File: src/rtl/alu_pipe_pkg.sv
// Shared opcodes, flag bit positions and FSM states for the registered ALU.
package alu_pipe_pkg;

   localparam logic [5:0] OP_ADD     = 6'h00;
   localparam logic [5:0] OP_ADDINC  = 6'h02;
   localparam logic [5:0] OP_INCA    = 6'h03;
   localparam logic [5:0] OP_SUB     = 6'h04;
   localparam logic [5:0] OP_SUBDEC  = 6'h05;
   localparam logic [5:0] OP_DECA    = 6'h06;
   localparam logic [5:0] OP_PASSB   = 6'h09;
   localparam logic [5:0] OP_ASL     = 6'h0D;
   localparam logic [5:0] OP_ASR     = 6'h0E;
   localparam logic [5:0] OP_ZEROS   = 6'h0F;
   localparam logic [5:0] OP_ONES    = 6'h10;
   localparam logic [5:0] OP_PASSA   = 6'h11;
   localparam logic [5:0] OP_NOTA    = 6'h12;
   localparam logic [5:0] OP_AND     = 6'h13;
   localparam logic [5:0] OP_ANDNOTA = 6'h14;
   localparam logic [5:0] OP_NAND    = 6'h15;
   localparam logic [5:0] OP_OR      = 6'h16;
   localparam logic [5:0] OP_ORNOTA  = 6'h17;
   localparam logic [5:0] OP_NOR     = 6'h18;
   localparam logic [5:0] OP_XOR     = 6'h19;
   localparam logic [5:0] OP_XORNOTA = 6'h1A;
   localparam logic [5:0] OP_XNOR    = 6'h1B;
   localparam logic [5:0] OP_LSL     = 6'h1C;
   localparam logic [5:0] OP_LSR     = 6'h1D;
   localparam logic [5:0] OP_ASLN    = 6'h20;
   localparam logic [5:0] OP_ASRN    = 6'h21;
   localparam logic [5:0] OP_LSLN    = 6'h22;
   localparam logic [5:0] OP_LSRN    = 6'h23;

   localparam int FLG_V       = 0;
   localparam int FLG_ZERO    = 1;
   localparam int FLG_NEG     = 2;
   localparam int FLG_NEGZERO = 3;
   localparam int FLG_TRUE    = 4;
   localparam int FLG_C       = 5;

   typedef enum logic [1:0] {
      S_IDLE  = 2'd0,
      S_SHIFT = 2'd1,
      S_DONE  = 2'd2
   } state_e;

   function automatic logic is_multi_shift(input logic [5:0] op);
      return (op == OP_ASLN) || (op == OP_ASRN) || (op == OP_LSLN) || (op == OP_LSRN);
   endfunction

   // Multi-bit shifts are executed as repeated single-bit shifts of the same kind.
   function automatic logic [5:0] step_op(input logic [5:0] op);
      case (op)
         OP_ASLN: return OP_ASL;
         OP_ASRN: return OP_ASR;
         OP_LSLN: return OP_LSL;
         default: return OP_LSR;
      endcase
   endfunction

endpackage

File: src/rtl/alu_core.sv
// Combinational ALU: result, flags and illegal decode for every single-cycle op,
// which also serves as the one-bit step for the multi-bit shifts.
module alu_core
   import alu_pipe_pkg::*;
#(
   parameter int WIDTH = 32
) (
   input  logic [5:0]       op_i,
   input  logic [WIDTH-1:0] a_i,
   input  logic [WIDTH-1:0] b_i,
   output logic [WIDTH-1:0] res_o,
   output logic [5:0]       flags_o,
   output logic             flag_we_o,
   output logic             illegal_o
);

   localparam logic [WIDTH:0]   ONE  = {{WIDTH{1'b0}}, 1'b1};
   localparam logic [WIDTH-1:0] SMAX = {1'b0, {(WIDTH-1){1'b1}}};
   localparam logic [WIDTH-1:0] SMIN = {1'b1, {(WIDTH-1){1'b0}}};

   logic [WIDTH:0] sum;
   logic           c, v, z, sa, sb;

   assign sa = a_i[WIDTH-1];
   assign sb = b_i[WIDTH-1];

   always_comb begin
      sum       = '0;
      res_o     = '0;
      c         = 1'b0;
      v         = 1'b0;
      flag_we_o = 1'b1;
      illegal_o = 1'b0;
      case (op_i)
         OP_ADD, OP_ADDINC: begin
            sum   = {1'b0, a_i} + {1'b0, b_i} + ((op_i == OP_ADDINC) ? ONE : '0);
            res_o = sum[WIDTH-1:0];
            c     = sum[WIDTH];
            v     = (sa == sb) && (sum[WIDTH-1] != sa);
         end
         OP_SUB, OP_SUBDEC: begin
            // Bit WIDTH of the widened difference is the borrow.
            sum   = {1'b0, a_i} - {1'b0, b_i} - ((op_i == OP_SUBDEC) ? ONE : '0);
            res_o = sum[WIDTH-1:0];
            c     = sum[WIDTH];
            v     = (sa != sb) && (sum[WIDTH-1] != sa);
         end
         OP_INCA: begin
            sum   = {1'b0, a_i} + ONE;
            res_o = sum[WIDTH-1:0];
            c     = sum[WIDTH];
            v     = (a_i == SMAX);
         end
         OP_DECA: begin
            sum   = {1'b0, a_i} - ONE;
            res_o = sum[WIDTH-1:0];
            c     = sum[WIDTH];
            v     = (a_i == SMIN);
         end
         OP_PASSB: begin
            res_o     = b_i;
            flag_we_o = 1'b0;
         end
         OP_ASL: begin
            res_o = {a_i[WIDTH-2:0], 1'b0};
            c     = a_i[WIDTH-1];
            v     = a_i[WIDTH-1] ^ a_i[WIDTH-2];
         end
         OP_ASR: begin
            res_o = {a_i[WIDTH-1], a_i[WIDTH-1:1]};
            c     = a_i[0];
         end
         OP_LSL: begin
            res_o = {a_i[WIDTH-2:0], 1'b0};
            c     = a_i[WIDTH-1];
         end
         OP_LSR: begin
            res_o = {1'b0, a_i[WIDTH-1:1]};
            c     = a_i[0];
         end
         OP_ZEROS:   res_o = '0;
         OP_ONES:    res_o = '1;
         OP_PASSA:   res_o = a_i;
         OP_NOTA:    res_o = ~a_i;
         OP_AND:     res_o = a_i & b_i;
         OP_ANDNOTA: res_o = ~a_i & b_i;
         OP_NAND:    res_o = ~(a_i & b_i);
         OP_OR:      res_o = a_i | b_i;
         OP_ORNOTA:  res_o = ~a_i | b_i;
         OP_NOR:     res_o = ~(a_i | b_i);
         OP_XOR:     res_o = a_i ^ b_i;
         OP_XORNOTA: res_o = ~a_i ^ b_i;
         OP_XNOR:    res_o = ~(a_i ^ b_i);
         // Multi-bit shifts by zero: operand passes through, C and V clear.
         OP_ASLN, OP_ASRN, OP_LSLN, OP_LSRN: res_o = a_i;
         default: begin
            flag_we_o = 1'b0;
            illegal_o = 1'b1;
         end
      endcase
      z       = (res_o == '0);
      flags_o = {c, !z, z | res_o[WIDTH-1], res_o[WIDTH-1], z, v};
   end

endmodule

File: src/rtl/alu_pipe.sv
// Registered ALU with valid/ready on both sides; multi-bit shifts iterate one bit
// per cycle through the core while the input side is stalled.
module alu_pipe
   import alu_pipe_pkg::*;
#(
   parameter int WIDTH   = 32,
   parameter int SHAMT_W = $clog2(WIDTH)
) (
   input  logic             clk,
   input  logic             rst,
   input  logic             in_valid,
   output logic             in_ready,
   input  logic [5:0]       op,
   input  logic [WIDTH-1:0] a,
   input  logic [WIDTH-1:0] b,
   output logic             out_valid,
   input  logic             out_ready,
   output logic [WIDTH-1:0] result,
   output logic [5:0]       flags,
   output logic             illegal
);

   state_e             state_q;
   logic [SHAMT_W-1:0] cnt_q;
   logic [WIDTH-1:0]   work_q, result_q;
   logic [5:0]         shop_q, flags_q;
   logic               vacc_q, illegal_q;

   logic               accept, shifting;
   logic [SHAMT_W-1:0] amt;
   logic [5:0]         core_op, core_flags, step_flags_d;
   logic [WIDTH-1:0]   core_a, core_res;
   logic               core_we, core_ill;

   assign shifting  = (state_q == S_SHIFT);
   assign in_ready  = (state_q == S_IDLE) || ((state_q == S_DONE) && out_ready);
   assign accept    = in_valid && in_ready;
   assign amt       = b[SHAMT_W-1:0];
   assign out_valid = (state_q == S_DONE);
   assign result    = result_q;
   assign flags     = flags_q;
   assign illegal   = illegal_q;

   // While shifting, the core steps the work register instead of the live inputs.
   assign core_op = shifting ? shop_q : op;
   assign core_a  = shifting ? work_q : a;

   alu_core #(.WIDTH(WIDTH)) u_core (
      .op_i      (core_op),
      .a_i       (core_a),
      .b_i       (b),
      .res_o     (core_res),
      .flags_o   (core_flags),
      .flag_we_o (core_we),
      .illegal_o (core_ill)
   );

   // V is sticky across shift steps: any sign change along the way counts.
   always_comb begin
      step_flags_d        = core_flags;
      step_flags_d[FLG_V] = core_flags[FLG_V] | vacc_q;
   end

   always_ff @(posedge clk) begin
      if (rst) begin
         state_q   <= S_IDLE;
         cnt_q     <= '0;
         work_q    <= '0;
         shop_q    <= OP_LSR;
         vacc_q    <= 1'b0;
         result_q  <= '0;
         flags_q   <= '0;
         illegal_q <= 1'b0;
      end else begin
         case (state_q)
            S_SHIFT: begin
               work_q <= core_res;
               vacc_q <= step_flags_d[FLG_V];
               cnt_q  <= cnt_q - SHAMT_W'(1);
               if (cnt_q == SHAMT_W'(1)) begin
                  state_q   <= S_DONE;
                  result_q  <= core_res;
                  flags_q   <= step_flags_d;
                  illegal_q <= 1'b0;
               end
            end
            default: begin
               if (accept) begin
                  if (is_multi_shift(op) && (amt != '0)) begin
                     state_q <= S_SHIFT;
                     cnt_q   <= amt;
                     work_q  <= a;
                     shop_q  <= step_op(op);
                     vacc_q  <= 1'b0;
                  end else begin
                     state_q   <= S_DONE;
                     result_q  <= core_res;
                     illegal_q <= core_ill;
                     if (core_we) flags_q <= core_flags;
                  end
               end else if ((state_q == S_DONE) && out_ready) begin
                  state_q <= S_IDLE;
               end
            end
         endcase
      end
   end

endmodule

File: config.mk
export PLATFORM = sky130hd
export DESIGN_NAME = alu_pipe
export DESIGN_NICKNAME = d
export VERILOG_FILES = /design/src/rtl/alu_pipe_pkg.sv /design/src/rtl/alu_core.sv /design/src/rtl/alu_pipe.sv
export SDC_FILE = /design/constraint.sdc
export NUM_CORES = 1
export LEC_CHECK = 0
export CAP_MARGIN = 20
export CORE_UTILIZATION = 29
export CTS_CLUSTER_SIZE = 12
export DETAILED_ROUTE_END_ITERATION = 6
export PLACE_DENSITY = 0.51
export SYNTH_ARGS = -nofsm -noshare
export SYNTH_HDL_FRONTEND = slang
export SYNTH_SLANG_ARGS = --single-unit
File: constraint.sdc
create_clock -name clk -period 6.78 [get_ports clk]
set_input_delay 1.356 -clock clk [delete_from_list [all_inputs] [get_ports clk]]
set_output_delay 1.356 -clock clk [all_outputs]
set_load 0.02 [all_outputs]
==> Yosys cells after proc, flatten, opt, wreduce, memory -nomap -nowiden <==
Index checks and enable logic that the tools add are counted.
{ "word_totals": {"word_cells": 138, "output_inout_bits": 41, "ff_bits": 85, "in_bits": 74} }
{ "op_classes": {"eq_ne": 42, "bitwise_logic": 14, "n_reduce_logical": 30, "n_addsub": 7, "muxes": 37} }
{ "op_table": {"columns": ["operator", "count"], "rows": [
  ["32-bit one-hot mux with 20 select lines", 1],
  ["32-bit 2-to-1 mux", 8],
  ["32-bit NOT", 4],
  ["6-bit by 5-bit == test with 1-bit output, second input constant", 14],
  ["32-bit AND", 2],
  ["32-bit OR", 2],
  ["32-bit XOR", 2],
  ["6-bit == test, second input constant", 8],
  ["6-bit 2-to-1 mux", 6],
  ["32-bit by 1-bit adder with 33-bit output, second input constant", 1],
  ["32-bit by 32-bit adder with 33-bit output", 1],
  ["33-bit adder", 1],
  ["32-bit by 1-bit subtractor with 33-bit output, second input constant", 1],
  ["32-bit by 32-bit subtractor with 33-bit output", 1],
  ["33-bit subtractor", 1],
  ["32-bit by 31-bit == test with 1-bit output, second input constant", 1],
  ["32-bit == test, second input constant", 1],
  ["32-bit logical NOT", 1],
  ["28-bit OR reduction", 1],
  ["27-bit OR reduction", 1],
  ["6-bit by 4-bit == test with 1-bit output, second input constant", 4],
  ["6-bit by 3-bit == test with 1-bit output, second input constant", 3],
  ["5-bit 2-to-1 mux", 3],
  ["5-bit one-hot mux with 3 select lines", 1],
  ["29 further kinds", 61]
]} }

==> Depth between registers and ports, before layout <==
{ "logic_depth": {"word_depth": 12, "ltp_mapped": 24, "mapped_depth_nobuf": 17} }

==> Hierarchy <==
From an unflattened synthesis, not the netlist that was laid out.
{ "hier_totals": {"hier_cells": 2148, "area_unflattened_um2": 14913.1} }
{ "by_module_without_submodules": {"columns": ["module", "instances", "seq_area_each_um2", "area_each_um2", "cells_per_inst"], "rows": [
  ["alu_core", 1, 0.0, 11100.6, 1661],
  ["alu_pipe", 1, 1641.6, 3812.4, 487]
]} }

==> Least setup slack after synthesis <==
No wires, ideal clock.
{ "synth_path": {"kind": "input port to flip-flop", "from": "input op[3]", "to": "register flags_q[4] (netlist: flags[4])", "path_stages": 20, "arrival_time_ns": 6.129, "path_slack_ns": 0.532, "t_required_ns": 6.660, "setup_time_ns": 0.120, "path_cell_list": "clkbuf_1 > clkbuf_1 > inv_1 > nand3_1 > buf_2 > clkbuf_1 > nor2_1 > fa_1 > fa_1 > a21o_1 > a311o_1 > a221oi_1 > a2111o_1 > a21oi_1 > o21ai_0 > nor3_1 > a211oi_2 > nand4_1 > or4_4 > o31a_1"} }
{ "synth_via": {"elab_chain_len": 11, "elab_cells_between_ends": 58, "classes_between": "2 x add/sub; 32 x eq/ne; 10 x mux; 14 x reduce/logical"} }
{ "synth_lines": {"columns": ["element", "line_no", "rtl"], "rows": [
  ["start: declaration", "alu_pipe.sv:13", "input logic [5:0] op,"],
  ["6-bit 2-to-1 mux", "alu_pipe.sv:45", "assign core_op = shifting ? shop_q : op;"],
  ["6-bit by 3-bit == test with 1-bit output or 6-bit by 2-bit == test with 1-bit output (tied branches)", "alu_core.sv:34, alu_core.sv:43, alu_core.sv:36", null],
  ["1-bit 2-to-1 mux (on tied branches)", "alu_core.sv:43, alu_core.sv:36", null],
  ["33-bit subtractor or 33-bit adder (tied branches)", "alu_core.sv:43, alu_core.sv:36", null],
  ["32-bit one-hot mux with 20 select lines", "alu_core.sv:34", "case (op_i)"],
  ["32-bit logical NOT", "alu_core.sv:101", "z = (res_o == '0);"],
  ["1-bit logical NOT", "alu_core.sv:102", "flags_o = {c, !z, z | res_o[WIDTH-1], res_o[WIDTH-1], z, v};"],
  ["6-bit 2-to-1 mux", "alu_pipe.sv:99", "if (core_we) flags_q <= core_flags;"],
  ["6-bit 2-to-1 mux", "alu_pipe.sv:89", "if (is_multi_shift(op) && (amt != '0)) begin"],
  ["6-bit 2-to-1 mux", "alu_pipe.sv:88", "if (accept) begin"],
  ["6-bit 2-to-1 mux", "alu_pipe.sv:75", "case (state_q)"],
  ["end signal: assignment", "alu_pipe.sv:83", "flags_q <= step_flags_d;"],
  ["end signal: assignment", "alu_pipe.sv:99", null],
  ["end: declaration", "alu_pipe.sv:26", "logic [5:0] shop_q, flags_q;"]
]} }
Several ways; a longest one is shown, not always the timed one. The select of a mux whose other input is x is not followed.
A chain may end at the register's enable or synchronous reset.

==> Final worst setup path <==
{ "layout_path": {"from": "input op[4]", "to": "register flags_q[4] (netlist: flags[4])"} }
The elaborated chain is that of the path after synthesis.

==> metrics.md <==
| Metric | Value |
|---|---|
| Min-delay src | result[10] |
| Max FO, Critical Path | 4 |
| Clk pwr share | 18.7% |
| Number of DRC markers in iteration 0 | 2643 |
| Slew @ Worst Pin | ~1.1 ns |
| Vias in the first global route | roughly 20k |
| Final Hold Viols | 0 |
| Peak Freq | 153 MHz |
| Post-synthesis sequential area ratio | 10.1% |
| Status | finished with violations |
| Leakage | 8.10 nW |
| Largest net degree at the start of global routing | 84 |
| DRT Pass-1 Iters | 7 |
| Peak VDD IR | about 0.00015 V |
| FF-to-FF path depth | 16 |
| Via density | 6.38 |
| Required @ worst endpoint | 7.03 ns |
| Worst hold slack | between 0.4 and 0.5 ns |
| Die area | between 50000 and 60000 sq um |
| Mapped Area | 16300 sq um |
| Htree depth | 3 |
| Final setup viols | 0 |
| Pwr dens | around 130 nW/um^2 |
| Crit path from | op[4] |
| Worst rel slew slack | 23.7% |
| Syn nets | 2539 |
| Max Slew Vio Count | 0 |
| Worst hold path type | flop to flop |
| Clk_lat worst skew | ~0.36 ns |
| Worst r2r src | state_q[1] |
| Crit Path Class | input pin to flop |
| Internal | roughly 1.4 mW |
| PortBufs | approximately 110 |
| R2R Setup Slk | between 0.6 and 0.7 ns |
| Max-Cap Viols | 0 |
| Register clock-pin slew on the reported worst setup and hold paths | 0.06 ns |
| Total GRT Usage | a little under two fifths |
| Yosys cell types | slightly above 100 |
| Sequential Area | around 1600 sq um |
| Post-CTS Setup Bufs | 0 |
| Net Sw Frac | between 40% and 50% |
| Commonest non-fill, non-tap cell in the layout | buf_4 |
| CTS Hold Bufs | 0 |
| Most frequent cells in the layout | 273 x buf_4, 246 x nand2_1, 206 x nor2_1 |
| Routed Antenna Nets | 0 |
| Worst endpoint data arrival time | approximately 7 ns |
| Starting density of the core | between 20% and 30% |
| Tcrit/Tclk final | a little over nine tenths |
| CTS Buffer Depth | 2 |
| WL per Instance | about 33 microns |
| Mean Syn Cell Area | 7.17 sq um |
| Core footprint | 55300 sq um |
| Initial antenna violation count | 7 |
| CTS tree | yes |
| Drt total wl | about 110000 microns |
| Layout Nets | roughly 2.8k |
| Clk sinks | ~80 |
| DR DRC count | 15 |
| Power consumption | about 2.7 mW |
| Async SR Flop Fraction | 0% |
| EDFF count, synth | 0 |
| CP Capture Point | flags[4] |
| Sw Pwr | around 1.3 mW |
| Ports | ~120 |
| Crit path capture type | flop |
| Area Overhead vs Synth | 23.9% |
| Synthesis-stage register bit count | slightly above 80 |
| Grt total ovfl | 0 |
| Main flop type after synthesis | dfxtp_1 |
| Flop pwr share | a little under 20% |
| Setup Skew | between 0.01 and 0.015 ns |
| R2R Path End | flags[4] |
| RSZ-0062 raised after global routing | false |
| Violated checks | DRC |
| DP HPWL | approximately 86000 microns |
| Synth Warn # | 0 |
| Rows | 86 |
| Total number of vias | around 21k |
| Final core utilization | between 30% and 40% |
| Layout cells sized above 1 | roughly 16% |
| Die W | between 200 and 250 microns |
| CP Launch Type | input pin |
| Post-layout min period | approximately 6.6 ns |
| Num CTS Buffers | 9 |
| GPL Wtd Cong | 1.10 |
| Clk root buf | clkbuf_16 |
| Area used by multi-input combinational logic | roughly 14000 sq um |
| Fill count | between 5k and 6k |
| First-pass GRT wire length | around 150000 microns |
| Die Y | roughly 240 microns |
| Combinational fraction of design power | between 60% and 70% |
| Syn Inst Count | around 2.3k |
## cell type report
cell class / instances / share of cell area [%]
multi-input combinational: 1902 / 67.1
timing repair buffer: 393 / 16.4
sequential: 82 / 8.14
tap: 748 / 4.64
inverter: 119 / 2.22
clock buffer: 11 / 1.20
clock inverter: 4 / 0.254
antenna: 4 / 0.0497
## routing by layer
layer / track usage [%] / share of wire (%)
met1: 45.6 / 39
met2: 57.5 / 43
met3: 6.84 / 8.6
met4: 30.3 / 9.7
met5: 0 / 0.027
## registers in the layout, summed over array words and instances (netlist names)
signal   count
cnt_q        5
flags        6
illegal      1
result      32
shop_q       3
state_q      2
vacc_q       1
work_q      32
## power groups by stage
stage	clock network, mW	logic (mW)	registers [mW]
after floorplan	0	0.820	0.567
after global placement	0	1.60	0.544
after detailed placement	0	1.59	0.545
after CTS	0.514	1.60	0.534
after global routing	0.536	1.72	0.537
final	0.503	1.65	0.534
## Yosys cell counts (21+ instances only)
| library cell | count | area (sq um) |
|---|---|---|
| nor2_1 | 208 | 781 |
| nand4_1 | 50 | 313 |
| inv_1 | 109 | 409 |
| a22oi_1 | 21 | 158 |
| xor2_1 | 21 | 184 |
| o21ai_0 | 87 | 435 |
| nand2_1 | 246 | 923 |
| and3_1 | 43 | 269 |
| a21oi_1 | 112 | 561 |
| nor4_1 | 28 | 175 |
| o2111ai_1 | 23 | 201 |
| o22ai_1 | 42 | 263 |
| a21o_1 | 28 | 210 |
| a221oi_1 | 23 | 201 |
| clkbuf_1 | 124 | 465 |
| dfxtp_1 | 82 | 1640 |
| xnor2_1 | 59 | 517 |
| o211ai_1 | 38 | 285 |
| ha_1 | 193 | 2410 |
| nor3_1 | 79 | 395 |
| nand3_1 | 66 | 330 |
| mux2i_1 | 53 | 531 |
| a211oi_1 | 66 | 495 |
## metrics by stage
step           setup TNS [ns]  area [sq um]  std cells  setup WS [ns]
4_1_cts                     0         20100       3259          0.207
5_1_grt                     0         20100       3259         0.0601
3_3_place_gp           -0.212         19800       3244         -0.122
6_report                    0         20200       3263          0.225
2_1_floorplan               0         16300       2268          0.532
3_5_place_dp           -0.342         19800       3244         -0.152
## what timing repair did
action	in CTS	in global routing
hold endpoints to repair	0	0
endpoints found under the setup margin	0	3
resized for setup	0	1
## how the worst min path moves through the flow
| stage | end | slack [ns] | depth (start not counted) |
|---|---|---|---|
| finish | result[10] | 0.46 | 2 |
| global route | result[10] | 0.48 | 2 |
| CTS | result[10] | 0.46 | 2 |
| detailed placement | result[10] | 0.45 | 2 |
| global placement | vacc_q | 0.44 | 2 |
| floorplan | vacc_q | 0.43 | 2 |
## worst max-delay path, stage by stage
cell and delay [ns]:
clkdlybuf4s50_1 0.53, or2_2 0.20, nor2_1 0.07, nand3_1 0.14, nor2_1 0.06, fa_1 0.44, fa_1 0.44, a21o_1 0.19
a311o_1 0.39, a221oi_1 0.58, buf_4 0.22, a2111o_1 0.20, a21oi_1 0.11, o21ai_0 0.40, nor3_1 0.11, a211oi_2 0.29
nand4_1 0.19, or4_4 0.62, o31a_1 0.25
## kinds of logic after synthesis
| family | synth area share [%] |
|---|---|
| compound gates | 29.7 |
| xor+xnor | 4.31 |
| fa+ha+maj | 15.3 |
| buf+inv | 7.35 |
| flops | 10.1 |
| mux | 6.65 |
| simple gates | 26.5 |
(Power assumes the default switching activity.)
